--- src/rtl/seg7_pkg.sv ---
// Glyph segment patterns (bits G..A, active-low) and the 4-bit character codes they decode to.
// Also holds the code sequences of the two words the receiver watches for.
package seg7_pkg;

   localparam logic [3:0] CH_H       = 4'd0;
   localparam logic [3:0] CH_E       = 4'd1;
   localparam logic [3:0] CH_L       = 4'd2;
   localparam logic [3:0] CH_O       = 4'd3;
   localparam logic [3:0] CH_BLANK   = 4'd4;
   localparam logic [3:0] CH_A       = 4'd5;
   localparam logic [3:0] CH_S       = 4'd6;
   localparam logic [3:0] CH_I       = 4'd7;
   localparam logic [3:0] CH_C       = 4'd8;
   localparam logic [3:0] CH_UNKNOWN = 4'd15;

   localparam logic [6:0] SEG_H     = 7'b0001001;
   localparam logic [6:0] SEG_E     = 7'b0000110;
   localparam logic [6:0] SEG_L     = 7'b1000111;
   localparam logic [6:0] SEG_O     = 7'b1000000;
   localparam logic [6:0] SEG_A     = 7'b0001000;
   localparam logic [6:0] SEG_S     = 7'b0010010;
   localparam logic [6:0] SEG_I     = 7'b1001111;
   localparam logic [6:0] SEG_C     = 7'b1000110;
   localparam logic [6:0] SEG_BLANK = 7'b1111111;

   // Oldest character sits in the most significant nibble.
   localparam logic [19:0] HELLO_SEQ = {CH_H, CH_E, CH_L, CH_L, CH_O};
   localparam logic [15:0] ASIC_SEQ  = {CH_A, CH_S, CH_I, CH_C};

endpackage

--- src/rtl/seg7_glyph_decode.sv ---
// Combinational active-low 7-segment pattern to character code; unknown patterns flag o_err.
// Zero latency, no flow control.
module seg7_glyph_decode
   import seg7_pkg::*;
(
   input  logic [6:0] i_seg,
   output logic [3:0] o_code,
   output logic       o_err
);

   always_comb begin
      o_code = CH_UNKNOWN;
      o_err  = 1'b0;
      case (i_seg)
         SEG_H:     o_code = CH_H;
         SEG_E:     o_code = CH_E;
         SEG_L:     o_code = CH_L;
         SEG_O:     o_code = CH_O;
         SEG_A:     o_code = CH_A;
         SEG_S:     o_code = CH_S;
         SEG_I:     o_code = CH_I;
         SEG_C:     o_code = CH_C;
         SEG_BLANK: o_code = CH_BLANK;
         default:   o_err  = 1'b1;
      endcase
   end

endmodule

--- src/rtl/seg7_message_decoder.sv ---
// Debounces a sampled 7-segment bus, emits one character per stable hold (plus one per slot of extra hold)
// and pulses on HELLO / ASIC; char_valid lags a new glyph by STABLE_CYCLES+2 edges, no backpressure.
module seg7_message_decoder
   import seg7_pkg::*;
#(
   parameter int STABLE_CYCLES = 4,
   parameter int SLOT_CYCLES   = 16
)
(
   input  logic       clk,
   input  logic       reset,
   input  logic [7:0] seg_n,
   output logic       char_valid,
   output logic [3:0] char_code,
   output logic       char_err,
   output logic       hello_det,
   output logic       asic_det,
   output logic [3:0] word_count
);

   localparam int HW = $clog2(STABLE_CYCLES);
   localparam int SW = $clog2(SLOT_CYCLES);

   logic [6:0]    r_sync1;
   logic [6:0]    r_s;
   logic [6:0]    r_prev;
   logic [HW-1:0] r_hold;
   logic [SW-1:0] r_slot;
   logic          r_locked;
   logic          r_char_valid;
   logic [3:0]    r_char_code;
   logic          r_char_err;
   logic [19:0]   r_hist;
   logic          r_hello;
   logic          r_asic;
   logic [3:0]    r_word_count;

   logic          w_unused_dp;
   logic          w_changed;
   logic          w_accept;
   logic [3:0]    w_code;
   logic          w_err;
   logic          w_hello;
   logic          w_asic;

   assign w_unused_dp = seg_n[7];
   assign w_changed   = (r_s != r_prev);

   // r_prev is the value the counters have been timing, so a change arriving in the
   // accept cycle still emits the glyph that was actually stable.
   assign w_accept = r_locked ? (r_slot == SW'(SLOT_CYCLES - 1))
                              : (r_hold == HW'(STABLE_CYCLES - 1));

   seg7_glyph_decode u_decode (
      .i_seg  (r_prev),
      .o_code (w_code),
      .o_err  (w_err)
   );

   assign w_hello = r_char_valid && (r_hist == HELLO_SEQ);
   assign w_asic  = r_char_valid && (r_hist[15:0] == ASIC_SEQ);

   always_ff @(posedge clk or posedge reset) begin
      if (reset) begin
         r_sync1      <= 7'h7F;
         r_s          <= 7'h7F;
         r_prev       <= 7'h7F;
         r_hold       <= '0;
         r_slot       <= '0;
         r_locked     <= 1'b0;
         r_char_valid <= 1'b0;
         r_char_code  <= CH_BLANK;
         r_char_err   <= 1'b0;
         r_hist       <= {5{CH_BLANK}};
         r_hello      <= 1'b0;
         r_asic       <= 1'b0;
         r_word_count <= 4'd0;
      end else begin
         r_sync1 <= seg_n[6:0];
         r_s     <= r_sync1;
         r_prev  <= r_s;

         if (w_changed) begin
            r_hold   <= '0;
            r_slot   <= '0;
            r_locked <= 1'b0;
         end else if (w_accept) begin
            r_locked <= 1'b1;
            r_slot   <= '0;
         end else if (r_locked) begin
            r_slot <= r_slot + 1'b1;
         end else begin
            r_hold <= r_hold + 1'b1;
         end

         r_char_valid <= w_accept;
         r_char_err   <= w_accept & w_err;
         if (w_accept) begin
            r_char_code <= w_code;
            // An unreadable glyph wipes the history so no word straddles it.
            r_hist      <= w_err ? {5{CH_BLANK}} : {r_hist[15:0], w_code};
         end

         r_hello <= w_hello;
         r_asic  <= w_asic;
         if (w_hello || w_asic) begin
            r_word_count <= r_word_count + 1'b1;
         end
      end
   end

   assign char_valid = r_char_valid;
   assign char_code  = r_char_code;
   assign char_err   = r_char_err;
   assign hello_det  = r_hello;
   assign asic_det   = r_asic;
   assign word_count = r_word_count;

endmodule

--- config.mk ---
export PLATFORM = sky130hd
export DESIGN_NAME = seg7_message_decoder
export DESIGN_NICKNAME = d
export VERILOG_FILES = /design/src/rtl/seg7_pkg.sv /design/src/rtl/seg7_glyph_decode.sv /design/src/rtl/seg7_message_decoder.sv
export SDC_FILE = /design/constraint.sdc
export NUM_CORES = 1
export LEC_CHECK = 0
export BUFFER_PORTS_ARGS = -buffer_cell sky130_fd_sc_hd__buf_2
export CAP_MARGIN = 15
export CELL_PAD_IN_SITES_DETAIL_PLACEMENT = 0
export CELL_PAD_IN_SITES_GLOBAL_PLACEMENT = 2
export CORE_MARGIN = 5
export CORE_UTILIZATION = 39
export DETAILED_ROUTE_END_ITERATION = 16
export PLACE_DENSITY = 0.75
export SLEW_MARGIN = 20
export SYNTH_ARGS = -nofsm -noshare
export SYNTH_HDL_FRONTEND = slang
export SYNTH_HIERARCHICAL = 1
export SYNTH_SLANG_ARGS = --single-unit
--- constraint.sdc ---
create_clock -name clk -period 2.5 [get_ports clk]
set_input_delay 0.125 -clock clk [delete_from_list [all_inputs] [get_ports clk]]
set_output_delay 0.125 -clock clk [all_outputs]
set_load 0.1 [all_outputs]
==> impl_metrics.yaml, run 1 <==
run_status:
  status: "finished clean"
finish:
  final_cell_mix: "dfrtp_1 (33), dfstp_2 (27), nand2_1 (25)"
  drive_gt1_share_pct: 32.20
  n_antenna_cell: 0
  syn_to_final_growth_pct: 18.77
  layout.nets: 272
  instances_no_fill: 341
  final_common_cell: "dfrtp_1"
  stdcell_area_sq_um: 3072
sta:
  fin_tns_setup_ns: 0
  slew_headroom_pct: 60.89
  min_period_ns: 1.933
  max_slew.worst_pin.slew_ns: 0.5848
  hold_viol: 0
  hold_slack_ns: 0.2492
  slew_violations: 0
  setup_viol: 0
  min_period_over_period_pct: 77.33
  max_freq_mhz: 517.3
  fin_skew_ns: 0.01063
  rsz0062_at_grt: "no"
  setup_slack_ns: 0.5668
power:
  combPwrFrac_pct: 3.7
  clkPwrFrac_pct: 44.1
  pwr_density_cell_nw_per_um2: 639.1
  netSwitchingPower_mw: 0.4700
  swShare_pct: 23.94
  cellLeakagePower_nw: 1.320
  power.internal_mw: 1.493
  seqPwrFrac_pct: 52.2
  irDropWorstVdd_uv: 365.5
grt:
  grtUsageTotal_pct: 12.77
  grt_first_pass_wirelength_um: 8411
  met3_usage_pct: 3.802
  use_met2_pct: 18.20
  grt_max_degree: 28
  overflow: 0
  grt.busiest_layer: "met2"
  grt_pass1_vias: 1699
  met1_usage_pct: 17.29
  antenna_found_initial: 0
route:
  avgRoutedWirePerCell_um: 13.76
  wl_um: 4692
  remaining_drc_errors: 0
  first_iter_violations: 84
  ant_nets: 0
  drt-vias-per-instance: 4.909
  vias: 1674
  dr.pass1.iters: 4
synthesis:
  synth_seq_cells: 60
  yosysSeqAreaShare_pct: 59.36
  synthTopCellsByArea: "dfrtp_1 (32%), dfstp_2 (27%), o21ai_1 (4.6%), nand2_1 (3.6%), xor2_1 (3.0%)"
  synth-xor-area-share_pct: 4.741
  synthMuxAreaShare_pct: 2.177
  yosys.area.top_type_share_pct: 31.93
  ys_types: 44
  synthSimpleGateAreaFrac_pct: 20.08
  synth_compound_area_share_pct: 9.192
  synth_edf_count: 0
  synth_top_family_by_area: "simple AND/OR/NAND/NOR gates"
  synth-main-ff-cell: "dfrtp_1"
  synthesis.nets: 237
  synth-adder-area-share_pct: 1.451
  syn_inst: 224
  yosysTopAreaCell: "dfrtp_1"
  syn_area_sq_um: 2586
  syn_avg_cell_area_sq_um: 11.55
  ys.warnings.count: 6
  synthArstFlopShare_pct: 100.0
clock_network:
  htreeDepth: 3
  clk_pin_slew_ns: 0.08
  insertion_delay_ns: 0.34
  cts-root-buf: "clkbuf_8"
  clockBufferDepth: 2
  cts_buffers: 9
  cts_resized: 0
  cts_setup_buffers: 0
  cts_sinks: 60
  cts_tree: "built"
setup_path:
  cp_max_fo: 21
  endpoint_kind: "flop"
  cp_slowest_stage_delay_ns: 0.66
  critical_path_class: "flop to flop"
  r2r_slack_ns: 0.57
  reg2reg_depth: 7
  timing.rr.end: "r_hist[9]$_DFFE_PP0P_"
  cp_slowest_cell: "dfstp_2"
  arrival_ns: 2.19
  crit_chain: "nor4b_2 > a31o_1 > o2bb2ai_2 > nor2_1 > buf_4 > or2b_1 > o21ai_1"
  endpoint: "r_hist[9]$_DFFE_PP0P_"
  worst-endpoint-required_ns: 2.76
  rr_startpoint: "r_prev[3]$_DFF_PP1_"
  crit_path_start: "r_prev[3]$_DFF_PP1_"
  cp-start-kind: "flop"
placement:
  place_inst: 317
  port_buffers: 20
  dpl_cell_area_sq_um: 2788
  dpl_worst_slack_ns: 0.5868
  hpwl_um: 3106
  place_congestion: 0.7097
floorplanning:
  io_pins: 22
  initial_core_util_pct: 40.50
  coreArea_sq_um: 6386
  die-area_sq_um: 8360
  die_x_um: 91.44
  fp.dieH_um: 91.44
  rows: 29
hold_path:
  min_path_type: "input pin to async pin"
flow_run:
  drv_cap: 0
## synth_stat cells (all sizes together), types with 5 or more instances
cell type and n:
buf 6, dfrtp 33, dfstp 27, inv 5, mux2 5, nand2 25
nand2b 12, nand3 7, nor2 15, o21ai 25, xnor2 5, xor2 9
## kinds of logic after synthesis
logic type | Yosys count
AOI/OAI and AO/OA | 38
xor gates and xnor gates | 14
adders and majority gates | 3
buffers and inverters | 15
DFF | 60
muxes | 5
and+or+nand+nor | 89
## repair_timing
item,CTS,global route
endpoints found under the hold margin,16,0
hold buffers,8,0
endpoints found under the setup margin,0,0
## worst min-delay path by stage
stage / startpoint / endpoint / slack (ns) / cells after the start
global route: reset / r_hist[15]$_DFFE_PP0P_ / 0.27 / 3
CTS: reset / r_hist[15]$_DFFE_PP0P_ / 0.24 / 3
detailed placement: reset / r_hold[1]$_DFFE_PP0P_ / 0.07 / 2
global placement: reset / r_hold[1]$_DFFE_PP0P_ / 0.07 / 2
floorplan: seg_n[0] / r_sync1[0]$_DFF_PP1_ / 0.13 / 0
finish: reset / r_hist[15]$_DFFE_PP0P_ / 0.25 / 3
## flip-flops by register name, summed over array words and instances (netlist names), 2 cells and up
signal and count:
r_hold 2, r_sync1 7, r_hist 20, word_count 4, char_code 4, r_s 7
r_slot 4, r_prev 7
## power groups by stage
stage,Sequential [mW],Combinational (mW),Clock [mW]
finish,1.02,0.0727,0.866
global route,1.03,0.0838,0.947
CTS,1.02,0.0752,0.902
detailed placement,1.04,0.0652,0
global placement,1.04,0.0650,0
floorplan,1.03,0.0507,0
## metal layers
| metal | wire [um] | part of all wire (%) | vias up |
|---|---|---|---|
| met5 | 0 | 0 | - |
| met4 | 112 | 2.4 | 0 |
| met3 | 192 | 4.1 | 10 |
| met2 | 2075 | 44 | 27 |
| met1 | 2311 | 49 | 792 |
| li1 | - | - | 845 |
## area by class of cell
cell class / instances / area, sq um
clock buffers: 11 / 162.7
clock inverters: 5 / 41.29
repair buffers: 34 / 225.2
well taps: 77 / 96.34
inverters: 5 / 18.77
fillers: 594 / 3314
flip-flops and latches: 60 / 1535
multi-input cells: 149 / 992.2
## metrics by stage
stage | util, % | total power [mW]
final | 48.10 | 1.963
after global placement | 43.65 | 1.106
after CTS | 48.10 | 2.002
after global routing | 48.10 | 2.059
after floorplan | - | 1.083
after detailed placement | 43.65 | 1.107
## critical path, delay by kind of cell, from the launching register on
kind                   cells  cell delay (ns)
AOI/OAI and AO/OA          3             0.41
DFF                        1             0.66
and+or+nand+nor            3             0.58
buffers and inverters      1             0.20
Power figures use the tool's default switching activity.
==> run 2: changes to the inputs <==
--- a/config.mk
+++ b/config.mk
@@ -10,9 +10,9 @@
 export CELL_PAD_IN_SITES_DETAIL_PLACEMENT = 0
 export CELL_PAD_IN_SITES_GLOBAL_PLACEMENT = 2
 export CORE_MARGIN = 5
-export CORE_UTILIZATION = 39
+export CORE_UTILIZATION = 36
 export DETAILED_ROUTE_END_ITERATION = 16
-export PLACE_DENSITY = 0.75
+export PLACE_DENSITY = 0.73
 export SLEW_MARGIN = 20
 export SYNTH_ARGS = -nofsm -noshare
 export SYNTH_HDL_FRONTEND = slang
==> constraint.sdc (replaced) <==
create_clock -name clk -period 1.7 [get_ports clk]
set_input_delay 0.085 -clock clk [delete_from_list [all_inputs] [get_ports clk]]
set_output_delay 0.085 -clock clk [all_outputs]
set_load 0.1 [all_outputs]
==> impl_metrics.yaml, run 2 (synthesis gave the netlist of run 1 again) <==
route:
  remaining_drc_errors: 0
  first_iter_violations: 56
  wl_um: 4583
  drt-vias-per-instance: 4.470
  vias: 1721
  avgRoutedWirePerCell_um: 11.90
  ant_nets: 0
  dr.pass1.iters: 4
clock_network:
  insertion_delay_ns: 0.33
  cts-root-buf: "clkbuf_8"
  clockBufferDepth: 2
  clk_pin_slew_ns: 0.06
  htreeDepth: 3
  cts_tree: "built"
  cts_buffers: 9
  cts_sinks: 60
placement:
  hpwl_um: 3131
  port_buffers: 20
  place_inst: 357
  place_congestion: 0.7411
grt:
  antenna_found_initial: 0
  grtUsageTotal_pct: 12.16
  grt_first_pass_wirelength_um: 8238
  grt_pass1_vias: 1754
  grt_max_degree: 42
  overflow: 0
floorplanning:
  io_pins: 22
  die_x_um: 94.76
  die-area_sq_um: 8979
  fp.dieH_um: 94.76
  coreArea_sq_um: 7137
  rows: 31
  initial_core_util_pct: 36.24
setup_path:
  endpoint: "char_code[3]$_DFFE_PP0P_"
  cp_max_fo: 5
  cp_num_cells: 6
  reg2reg_depth: 6
  cp_num_buf_inv: 1
  timing.rr.end: "char_code[3]$_DFFE_PP0P_"
  crit_family: "flip-flops"
  endpoint_kind: "flop"
  cp-start-kind: "flop"
  crit_path_start: "r_prev[2]$_DFF_PP1_"
  cp_slowest_stage_delay_ns: 0.60
  r2r_slack_ns: -0.05
  critical_path_class: "flop to flop"
  crit_chain: "and3_4 > nand4_1 > o2bb2ai_2 > buf_6 > o21ai_2 > mux2_1"
  arrival_ns: 1.96
  worst-endpoint-required_ns: 1.91
  cp_slowest_cell: "dfstp_2"
  rr_startpoint: "r_prev[2]$_DFF_PP1_"
sta:
  hold_viol: 0
  min_period_over_period_pct: 102.7
  fin_skew_ns: 0.008722
  max_freq_mhz: 572.9
  setup_viol: 5
  rsz0062_at_grt: "yes"
  min_period_ns: 1.745
  hold_slack_ns: 0.03649
  slew_headroom_pct: 67.49
  setup_slack_ns: -0.04537
  slew_violations: 0
  max_slew.worst_pin.slew_ns: 0.4911
run_status:
  status: "finished with violations"
  violations: "setup timing"
power:
  pwr_density_cell_nw_per_um2: 845.5
  cellLeakagePower_nw: 1.450
  irDropWorstVdd_uv: 604.3
finish:
  n_antenna_cell: 0
  n_fill_cell: 707
  instances_no_fill: 385
  drive_gt1_share_pct: 39.86
  syn_to_final_growth_pct: 29.46
  largest_register_ffs: 20
  final_cell_mix: "dfrtp_1 (32), dfstp_2 (27), nand2_1 (25)"
  regMostFlops: "r_hist"
  final_common_cell: "dfrtp_1"
  layout.nets: 294
flow_run:
  drv_cap: 0
hold_path:
  min_path_type: "input pin to async pin"
-- run 2: worst register-to-register path: stages, from the launching register on --
cell and delay, ns:
dfstp_2 0.60, and3_4 0.21, nand4_1 0.09, o2bb2ai_2 0.24
buf_6 0.15, o21ai_2 0.06, mux2_1 0.27
-- run 2: final cells by class --
class,instances,area (sq um),area share (%)
sequential,60,1536,45.89
multi-input combinational,149,1046,31.24
timing repair buffer,56,436.7,13.04
clock buffer,14,173.9,5.194
tap,99,123.9,3.700
inverter,5,21.27,0.6353
clock inverter,2,10.01,0.2990
-- run 2: through the flow --
step,util [%],power (mW),setup WS [ns],TNS (ns),instance area [sq um]
3_3_place_gp,41.88,1.653,-0.04035,-0.1148,2989
4_1_cts,45.79,2.888,-0.01365,-0.04457,3268
3_5_place_dp,41.88,1.655,-0.06904,-0.2669,2989
5_1_grt,46.91,2.980,-0.1459,-1.786,3348
2_1_floorplan,-,1.598,-0.01054,-0.02473,2609
6_report,46.91,2.831,-0.04537,-0.1758,3348
-- run 2: power by group --
group	switching (mW)	internal (mW)	leakage, nW
Combinational	0.0741	0.0774	0.613
Sequential	0.0235	1.48	0.742
Clock	0.526	0.655	0.0956
-- run 2: worst min path at each step --
stage / start / endpoint / slack, ns / cells after the start
2_1_floorplan: seg_n[0] / r_sync1[0]$_DFF_PP1_ / 0.09 / 0
3_3_place_gp: seg_n[1] / r_sync1[1]$_DFF_PP1_ / 0.19 / 1
3_5_place_dp: seg_n[0] / r_sync1[0]$_DFF_PP1_ / 0.19 / 1
4_1_cts: reset / r_prev[6]$_DFF_PP1_ / 0.04 / 2
5_1_grt: reset / r_prev[6]$_DFF_PP1_ / 0.09 / 2
6_report: reset / r_sync1[5]$_DFF_PP1_ / 0.04 / 2
-- run 2: metal layers --
metal / wire length [um] / vias to the layer above / track usage (%)
met2: 2195 / 25 / 18.67
li1: - / 881 / -
met5: 0 / - / 0
met4: 102 / 0 / 6.130
met3: 212 / 9 / 4.143
met1: 2073 / 806 / 15.19
-- run 2: repair_timing --
item / in CTS / in global routing
pin swaps: 0 / 3
buffers inserted: 1 / 3
resized for setup: 4 / 11
setup endpoints to repair: 12 / 35
cloned: 1 / 0
hold buffers: 7 / 0
endpoints found under the hold margin: 7 / 0
